==> src/rtl/man_pix_sched.sv <==
// man_pix_sched: frame sequencer for the Mandelbrot datapath.
// A rising edge on init walks every pixel of an HRES x VRES frame in raster
// order, issuing one coordinate/address request per pixel to the iteration
// engine and counting the results that come back. done is raised once all
// results of the frame have arrived.
// Optional feature: define MAN_PIX_SCHED_PERF_EN to measure the frame duration
// on frame_cycles; without it frame_cycles is tied to 0.
module man_pix_sched #(
  parameter int FPW  = 54,
  parameter int HRES = 800,
  parameter int VRES = 600,
  parameter int HW   = 10,
  parameter int VW   = 10,
  parameter int AW   = 19
) (
  input  logic           clk,
  input  logic           rst,
  input  logic           init,
  input  logic [FPW-1:0] x0,
  input  logic [FPW-1:0] y0,
  input  logic [FPW-1:0] xs,
  input  logic [FPW-1:0] ys,
  output logic           req_vld,
  input  logic           req_rdy,
  output logic [FPW-1:0] req_x,
  output logic [FPW-1:0] req_y,
  output logic [AW-1:0]  req_adr,
  input  logic           res_vld,
  output logic           busy,
  output logic           done,
  output logic [31:0]    frame_cycles
);

  // one extra bit so the completion counter can hold HRES*VRES even when
  // that equals 2^AW
  localparam int            CW        = AW + 1;
  localparam logic [CW-1:0] PIX_TOTAL = CW'(HRES * VRES);
  localparam logic [HW-1:0] COL_LAST  = HW'(HRES - 1);
  localparam logic [VW-1:0] ROW_LAST  = VW'(VRES - 1);

  typedef enum logic [2:0] {
    IDLE,
    LOAD,
    ISSUE,
    DRAIN,
    DONE
  } state_t;

  state_t         state_q, state_d;
  logic           init_q, init_d;
  logic           armed_q, armed_d;
  logic [FPW-1:0] x0_q, x0_d;
  logic [FPW-1:0] xs_q, xs_d;
  logic [FPW-1:0] ys_q, ys_d;
  logic [FPW-1:0] cur_x_q, cur_x_d;
  logic [FPW-1:0] cur_y_q, cur_y_d;
  logic [HW-1:0]  col_q, col_d;
  logic [VW-1:0]  row_q, row_d;
  logic [AW-1:0]  adr_q, adr_d;
  logic [CW-1:0]  completed_q, completed_d;
  logic           start;
  logic           res_take;
  logic           last_pix;

  // init edge detect; armed only becomes set once init has been seen low,
  // so an init level that is already high when reset releases starts nothing
  always_comb begin
    init_d  = init;
    armed_d = armed_q | ~init;
    start   = init & ~init_q & armed_q;
  end

  // frame sequencing: next state, pixel walk and result counting
  always_comb begin
    state_d     = state_q;
    x0_d        = x0_q;
    xs_d        = xs_q;
    ys_d        = ys_q;
    cur_x_d     = cur_x_q;
    cur_y_d     = cur_y_q;
    col_d       = col_q;
    row_d       = row_q;
    adr_d       = adr_q;
    completed_d = completed_q;
    res_take    = res_vld && (completed_q != PIX_TOTAL);
    last_pix    = (col_q == COL_LAST) && (row_q == ROW_LAST);

    unique case (state_q)
      IDLE: begin
        if (start) begin
          state_d = LOAD;
        end
      end

      LOAD: begin
        x0_d        = x0;
        xs_d        = xs;
        ys_d        = ys;
        cur_x_d     = x0;
        cur_y_d     = y0;
        col_d       = '0;
        row_d       = '0;
        adr_d       = '0;
        completed_d = '0;
        state_d     = ISSUE;
      end

      ISSUE: begin
        if (start) begin
          state_d = LOAD;
        end else begin
          if (res_take) begin
            completed_d = completed_q + CW'(1);
          end
          if (req_rdy) begin
            if (last_pix) begin
              state_d = DRAIN;
            end else if (col_q == COL_LAST) begin
              col_d   = '0;
              cur_x_d = x0_q;
              row_d   = row_q + VW'(1);
              cur_y_d = cur_y_q + ys_q;
              adr_d   = adr_q + AW'(1);
            end else begin
              col_d   = col_q + HW'(1);
              cur_x_d = cur_x_q + xs_q;
              adr_d   = adr_q + AW'(1);
            end
          end
        end
      end

      DRAIN: begin
        if (start) begin
          state_d = LOAD;
        end else begin
          if (res_take) begin
            completed_d = completed_q + CW'(1);
          end
          if (completed_d == PIX_TOTAL) begin
            state_d = DONE;
          end
        end
      end

      DONE: begin
        if (start) begin
          state_d = LOAD;
        end
      end

      default: begin
        state_d = IDLE;
      end
    endcase
  end

  // state and datapath registers
  always_ff @(posedge clk or posedge rst) begin
    if (rst) begin
      state_q     <= IDLE;
      init_q      <= 1'b0;
      armed_q     <= 1'b0;
      x0_q        <= '0;
      xs_q        <= '0;
      ys_q        <= '0;
      cur_x_q     <= '0;
      cur_y_q     <= '0;
      col_q       <= '0;
      row_q       <= '0;
      adr_q       <= '0;
      completed_q <= '0;
    end else begin
      state_q     <= state_d;
      init_q      <= init_d;
      armed_q     <= armed_d;
      x0_q        <= x0_d;
      xs_q        <= xs_d;
      ys_q        <= ys_d;
      cur_x_q     <= cur_x_d;
      cur_y_q     <= cur_y_d;
      col_q       <= col_d;
      row_q       <= row_d;
      adr_q       <= adr_d;
      completed_q <= completed_d;
    end
  end

  // request and status outputs follow the registered state directly
  always_comb begin
    req_vld = (state_q == ISSUE);
    req_x   = cur_x_q;
    req_y   = cur_y_q;
    req_adr = adr_q;
    busy    = (state_q == LOAD) || (state_q == ISSUE) || (state_q == DRAIN);
    done    = (state_q == DONE);
  end

`ifdef MAN_PIX_SCHED_PERF_EN
  logic [31:0] cyc_q, cyc_d;
  logic [31:0] fcyc_q, fcyc_d;

  // saturating frame-duration counter, captured when the frame completes
  always_comb begin
    cyc_d  = cyc_q;
    fcyc_d = fcyc_q;
    if (state_q == LOAD) begin
      cyc_d = '0;
    end else if (((state_q == ISSUE) || (state_q == DRAIN)) && (cyc_q != 32'hffff_ffff)) begin
      cyc_d = cyc_q + 32'd1;
    end
    if ((state_q == DRAIN) && (state_d == DONE)) begin
      fcyc_d = cyc_d;
    end
  end

  // performance counter registers
  always_ff @(posedge clk or posedge rst) begin
    if (rst) begin
      cyc_q  <= '0;
      fcyc_q <= '0;
    end else begin
      cyc_q  <= cyc_d;
      fcyc_q <= fcyc_d;
    end
  end

  assign frame_cycles = fcyc_q;
`else
  assign frame_cycles = 32'd0;
`endif

endmodule

==> config.mk <==
export PLATFORM = sky130hd
export DESIGN_NAME = man_pix_sched
export DESIGN_NICKNAME = d
export VERILOG_FILES = /design/src/rtl/man_pix_sched.sv
export SDC_FILE = /design/constraint.sdc
export NUM_CORES = 1
export LEC_CHECK = 0
export BUFFER_PORTS_ARGS = -buffer_cell sky130_fd_sc_hd__buf_4
export CAP_MARGIN = 20
export CORE_UTILIZATION = 55
export CTS_CLUSTER_SIZE = 28
export DETAILED_ROUTE_END_ITERATION = 10
export HOLD_SLACK_MARGIN = 0.05
export PLACE_DENSITY = 0.79
export SLEW_MARGIN = 10
export SYNTH_ARGS = -nofsm -noshare
export SYNTH_HDL_FRONTEND = slang
export SYNTH_SLANG_ARGS = --single-unit
==> constraint.sdc <==
create_clock -name clk -period 13.9 [get_ports clk]
set_input_delay 2.085 -clock clk [delete_from_list [all_inputs] [get_ports clk]]
set_output_delay 2.085 -clock clk [all_outputs]
set_load 0.02 [all_outputs]
# Word-level counts from Yosys, hierarchy flattened
# Cells that the tools add are included.
# totals
input_bits	221
out_inout_bits	162
wordCells	88
regBits	334
# op_classes
bitwise	5
n_eq_ne	17
muxes	36
n_addsub	6
reduce_logical	12
# op_table
op	count
$mux 54	8
$pmux 54 s2	2
$add 54x54->54	2
$mux 10	8
$mux 20	4
$pmux 20 s3	1
$mux 19	3
$pmux 10 s2	2
$pmux 19 s2	1
$add 10x1->10 const B	2
$add 20x1->20 const B	1
$eq 10x10->1 const B	2
$eq 20x19->1 const B	1
$ne 20x19->1 const B	1
$add 19x1->19 const B	1
$mux 3	6
$pmux 3 s4	1
$reduce_and 4->1	2
$eq 3x2->1 const B	2
$ne 2x1->1 const B	3
$ne 2x2->1 const B	3
$ne 3x1->1 const B	2
$reduce_and 5->1	1
$eq 3x1->1 const B	1
other kinds (12)	16

# Logic depth before layout (Yosys ltp)
# depth
depth_word	9
depth_mapped	15
ltp_nobuf	12

# Worst setup path before layout
# No wires, ideal clock.
# synth_timing
kind	flip-flop to output port
from	register state_q[1]
to	output port req_vld
stages_incl_launch_ff	8
slack_ns	9.907
required_ns	11.815
n_path_buf	4
arrival_time_ns	1.908
cell_sequence	dfrtp_1 -> inv_2 -> or3_1 -> buf_2 -> clkinv_2 -> clkbuf_1 -> clkbuf_1 -> buf_1
# synth_between
elab_chain_cells	1
# synth_lines
element	line	source
start: declaration	49	state_t state_q, state_d;
start signal: assignment	174	state_q <= state_d;
$eq 3x2->1	191	req_vld = (state_q == ISSUE);
end: declaration	23	output logic req_vld,
# No other way between the ends.

# Worst setup path in the final report
# layout_timing
from	input port init
to	register cur_x_q[39] (netlist: req_x[39])
# layout_between
elab_chain_cells	4
# layout_lines
element	line	source
start: declaration	18	input logic init,
$and 1x1->1 (2 in a row)	70	start = init & ~init_q & armed_q;
$ne 2x2->1 (no source line)	-	
$reduce_and 4->1 (no source line)	-	
end signal: assignment	180	cur_x_q <= cur_x_d;
end: declaration	55	logic [FPW-1:0] cur_x_q, cur_x_d;
# No other way between the ends.
# A chain may end at the register's enable or synchronous reset.

==> summary.md <==
| Metric | Value |
|---|---|
| Run status | complete, no violations |
| Clk_skew | ~0.013 ns |
| Commonest non-fill, non-tap cell in the layout | nand2_1 |
| Drt wl/cell | around 18 µm |
| Routed Antenna Nets | 0 |
| Hold-fix buffers, CTS | 0 |
| Reg area | 8360 µm² |
| Syn Inst Count | 2,535 |
| WS Path Type | input port to flop |
| CP peak stage delay | just under 0.8 ns |
| Final setup fails | 0 |
| Synth area leaders | dfrtp_1 (40%), nand2_1 (13%), ha_1 (6.7%) |
| DR vias | between 15,000 and 20,000 |
| Core Area | around 37,000 µm² |
| Row count | 70 |
| Highest Clock Rate | 0.204 GHz |
| Worst slew pin tran | between 1 and 1.5 ns |
| First-pass GRT wire length | roughly 96 mm |
| Cts repair resizes | 0 |
| Synth area leader | dfrtp_1 |
| Clock Tree Buf Depth | 3 |
| Clk_lat worst skew | ~0.53 ns |
| Worst path required time | 14.29 ns |
| Fin crit share | a little over a third |
| Hpwl dp | approximately 41 mm |
| RSZ-0062 raised after global routing | false |
| Final WL | between 50 and 60 mm |
| Most frequent cells in the layout | nand2_1 (720), buf_4 (364), dfrtp_1 (334), a21oi_1 (181), nor2_1 (160) |
| PortBufs | 350 |
| Post-synth EDFFs | 0 |
| Starting Density | a little under three fifths |
| Critical path arrival | 5.30 ns |
| Reg clk slew, reported paths | roughly 0.06 ns |
| TritonCTS clock tree | done |
| Post-synth top flop | dfrtp_1 |
| Top cell by count, worst path | buf_4 |
| # IOs | between 300 and 400 |
| Clock root cell | clkbuf_16 |
| Yosys synthesis warning count | 0 |
| Largest net degree at the start of global routing | ~220 |
| Iteration-0 DRC Markers | about 1,600 |
| Final GP Congestion | 0.920 |
| Synthesized flop and latch total | between 300 and 400 |
| Post-synth ARST share | between 90% and 100% |
| Peak supply drop | 0.000180 V |
| Critical-path top delay cell | a41o_1 |
| Die H | slightly below 200 µm |
| Critical path cell sequence | buf_4, nand3b_1, nand3_2, a41o_1, nand2_1, o21ai_4, buf_4, nor2_2, buf_4, a222oi_1, o21ai_0 |
| Vias in the first global route | between 15,000 and 20,000 |
| Max-slew headroom | 31.3% |
| Mean Syn Cell Area | ~8 µm² |
| Max-Cap Viols | 0 |
| Nets | 3,141 |
| CP Launch Type | input port |
| Setup_tns | 0 ns |
| Die area | around 38,000 µm² |
| Endpoints failing hold | 0 |
| Total CTS buffers | 39 |
| Final std cells w/o fill | 3,301 |
| Pre-antenna DRT Iters | 6 |
| Fin crit period | about 4.9 ns |
| Setup Fix Bufs, Post-CTS | 0 |
| Share of the synthesized area in the top cell type | 40.4% |
| Via/cell ratio | around 6.0 |
| LEAKAGE | roughly 0.012 µW |
| Die Width | between 150 and 200 µm |
| CP max FO | 79 |
| Worst min-delay path category | flop to flop |
| Initial antenna violation count | 2 |
| Fillers | 3,015 |
| Total GRT Usage | 30.6% |
| Fraction of layout cells with a size suffix above 1 | between 15 and 20% |
| Placed insts | between 3,000 and 4,000 |
| Sequential area share after synthesis | between 40% and 50% |
| Clock sink total | between 300 and 400 |
| Slew Limit Fails | 0 |
| Drt drc | 0 |
| Grt total ovfl | 0 |
| Netlist cell types | 90 |
| Area growth, synth to finish | 19.4% |
| Post-Synthesis Cell Area | 20,700 µm² |
| Pwr dens | roughly 280 nW/µm² |
| CP endpoint kind | flop |
| Htree depth | 2 |
| Area of the multi-input gates | around 12,000 µm² |
routing by layer:
metal	vias to the layer above	routed length [µm]	track usage, %
met5	-	0	0
met4	0	2510	13.4
met3	139	4190	4.44
met2	836	26800	47.7
met1	9395	25700	42.6
li1	9347	-	-
Yosys cell counts (all sizes together) (12+ instances only):
| cell type | number |
|---|---|
| dfrtp | 334 |
| a31oi | 32 |
| inv | 36 |
| nand4 | 36 |
| or3 | 12 |
| xnor2 | 56 |
| nand2b | 13 |
| nor3 | 35 |
| and2 | 15 |
| ha | 111 |
| o21ai | 164 |
| and3 | 25 |
| nor2 | 162 |
| nand2 | 720 |
| o31ai | 17 |
| mux2i | 14 |
| clkbuf | 103 |
| a222oi | 25 |
| nand3 | 66 |
| o21a | 24 |
| a211oi | 14 |
| buf | 63 |
| a221oi | 13 |
| xor2 | 57 |
| a21o | 44 |
| o21bai | 15 |
| a21oi | 183 |
| o211ai | 27 |
sequential cells by signal, summed over array words and instances (netlist names):
signal and count:
armed_q 1, col_q 10, completed_q 20, init_q 1
req_adr 19, req_x 54, req_y 54, row_q 10
state_q 3, x0_q 54, xs_q 54, ys_q 54
report_power, final:
part           switching (µW)  internal (µW)
logic                    2510           1640
registers                 339           1380
clock network             411            609
total                    3260           3630
kinds of logic (layout without fill, tap and decap cells):
logic type | Yosys count | count (layout) | share of synthesized area (%)
other cells | 1 | 34 | 0.0181
xor+xnor | 113 | 113 | 4.78
compound gates | 627 | 627 | 19.4
flops | 334 | 334 | 40.4
mux | 16 | 16 | 0.786
simple gates | 1128 | 1128 | 23.3
buf+inv | 203 | 468 | 4.40
fa+ha+maj | 113 | 113 | 6.91
layout make-up:
class                   instances  area share (%)
multi-input cells            2029            46.9
flip-flops and latches        334            33.8
repair buffers                366            11.2
clock buffers                  54            4.63
well taps                     468            2.37
inverters                      37           0.598
clock inverters                11           0.441
diodes                          2          0.0203
critical path, delay by kind of cell:
kind / cells / cell delay (ns)
AO/OA/AOI/OAI: 4 / 1.43
buffers and inverters: 3 / 1.06
AND/OR/NAND/NOR: 4 / 0.69
final timing paths:
| check | startpoint | end | slack [ns] | depth (start not counted) |
|---|---|---|---|---|
| max | init | req_x[39] | 8.99 | 11 |
| min | x0_q[36] | x0_q[36] | 0.48 | 2 |
| max reg2reg | col_q[0] | req_x[39] | 9.29 | 12 |
| min reg2reg | x0_q[36] | x0_q[36] | 0.48 | 2 |
| max in group asynchronous | rst | x0_q[38] | 10.72 | 3 |
| min in group asynchronous | rst | completed_q[3] | 1.70 | 2 |
per-stage QoR:
stage	total power [µW]	cell area, µm²	utilization [%]	hold slack [ns]	setup slack, ns
after global routing	7420	24700	67.2	0.493	8.73
after global placement	5660	23400	63.7	0.455	8.67
after floorplan	4680	20800	-	0.441	2.56
after CTS	6850	24700	67.1	0.478	9.03
final	6890	24700	67.2	0.479	8.99
after detailed placement	5790	23400	63.7	0.463	8.53
Note: power is estimated with default switching activity, not from simulation.
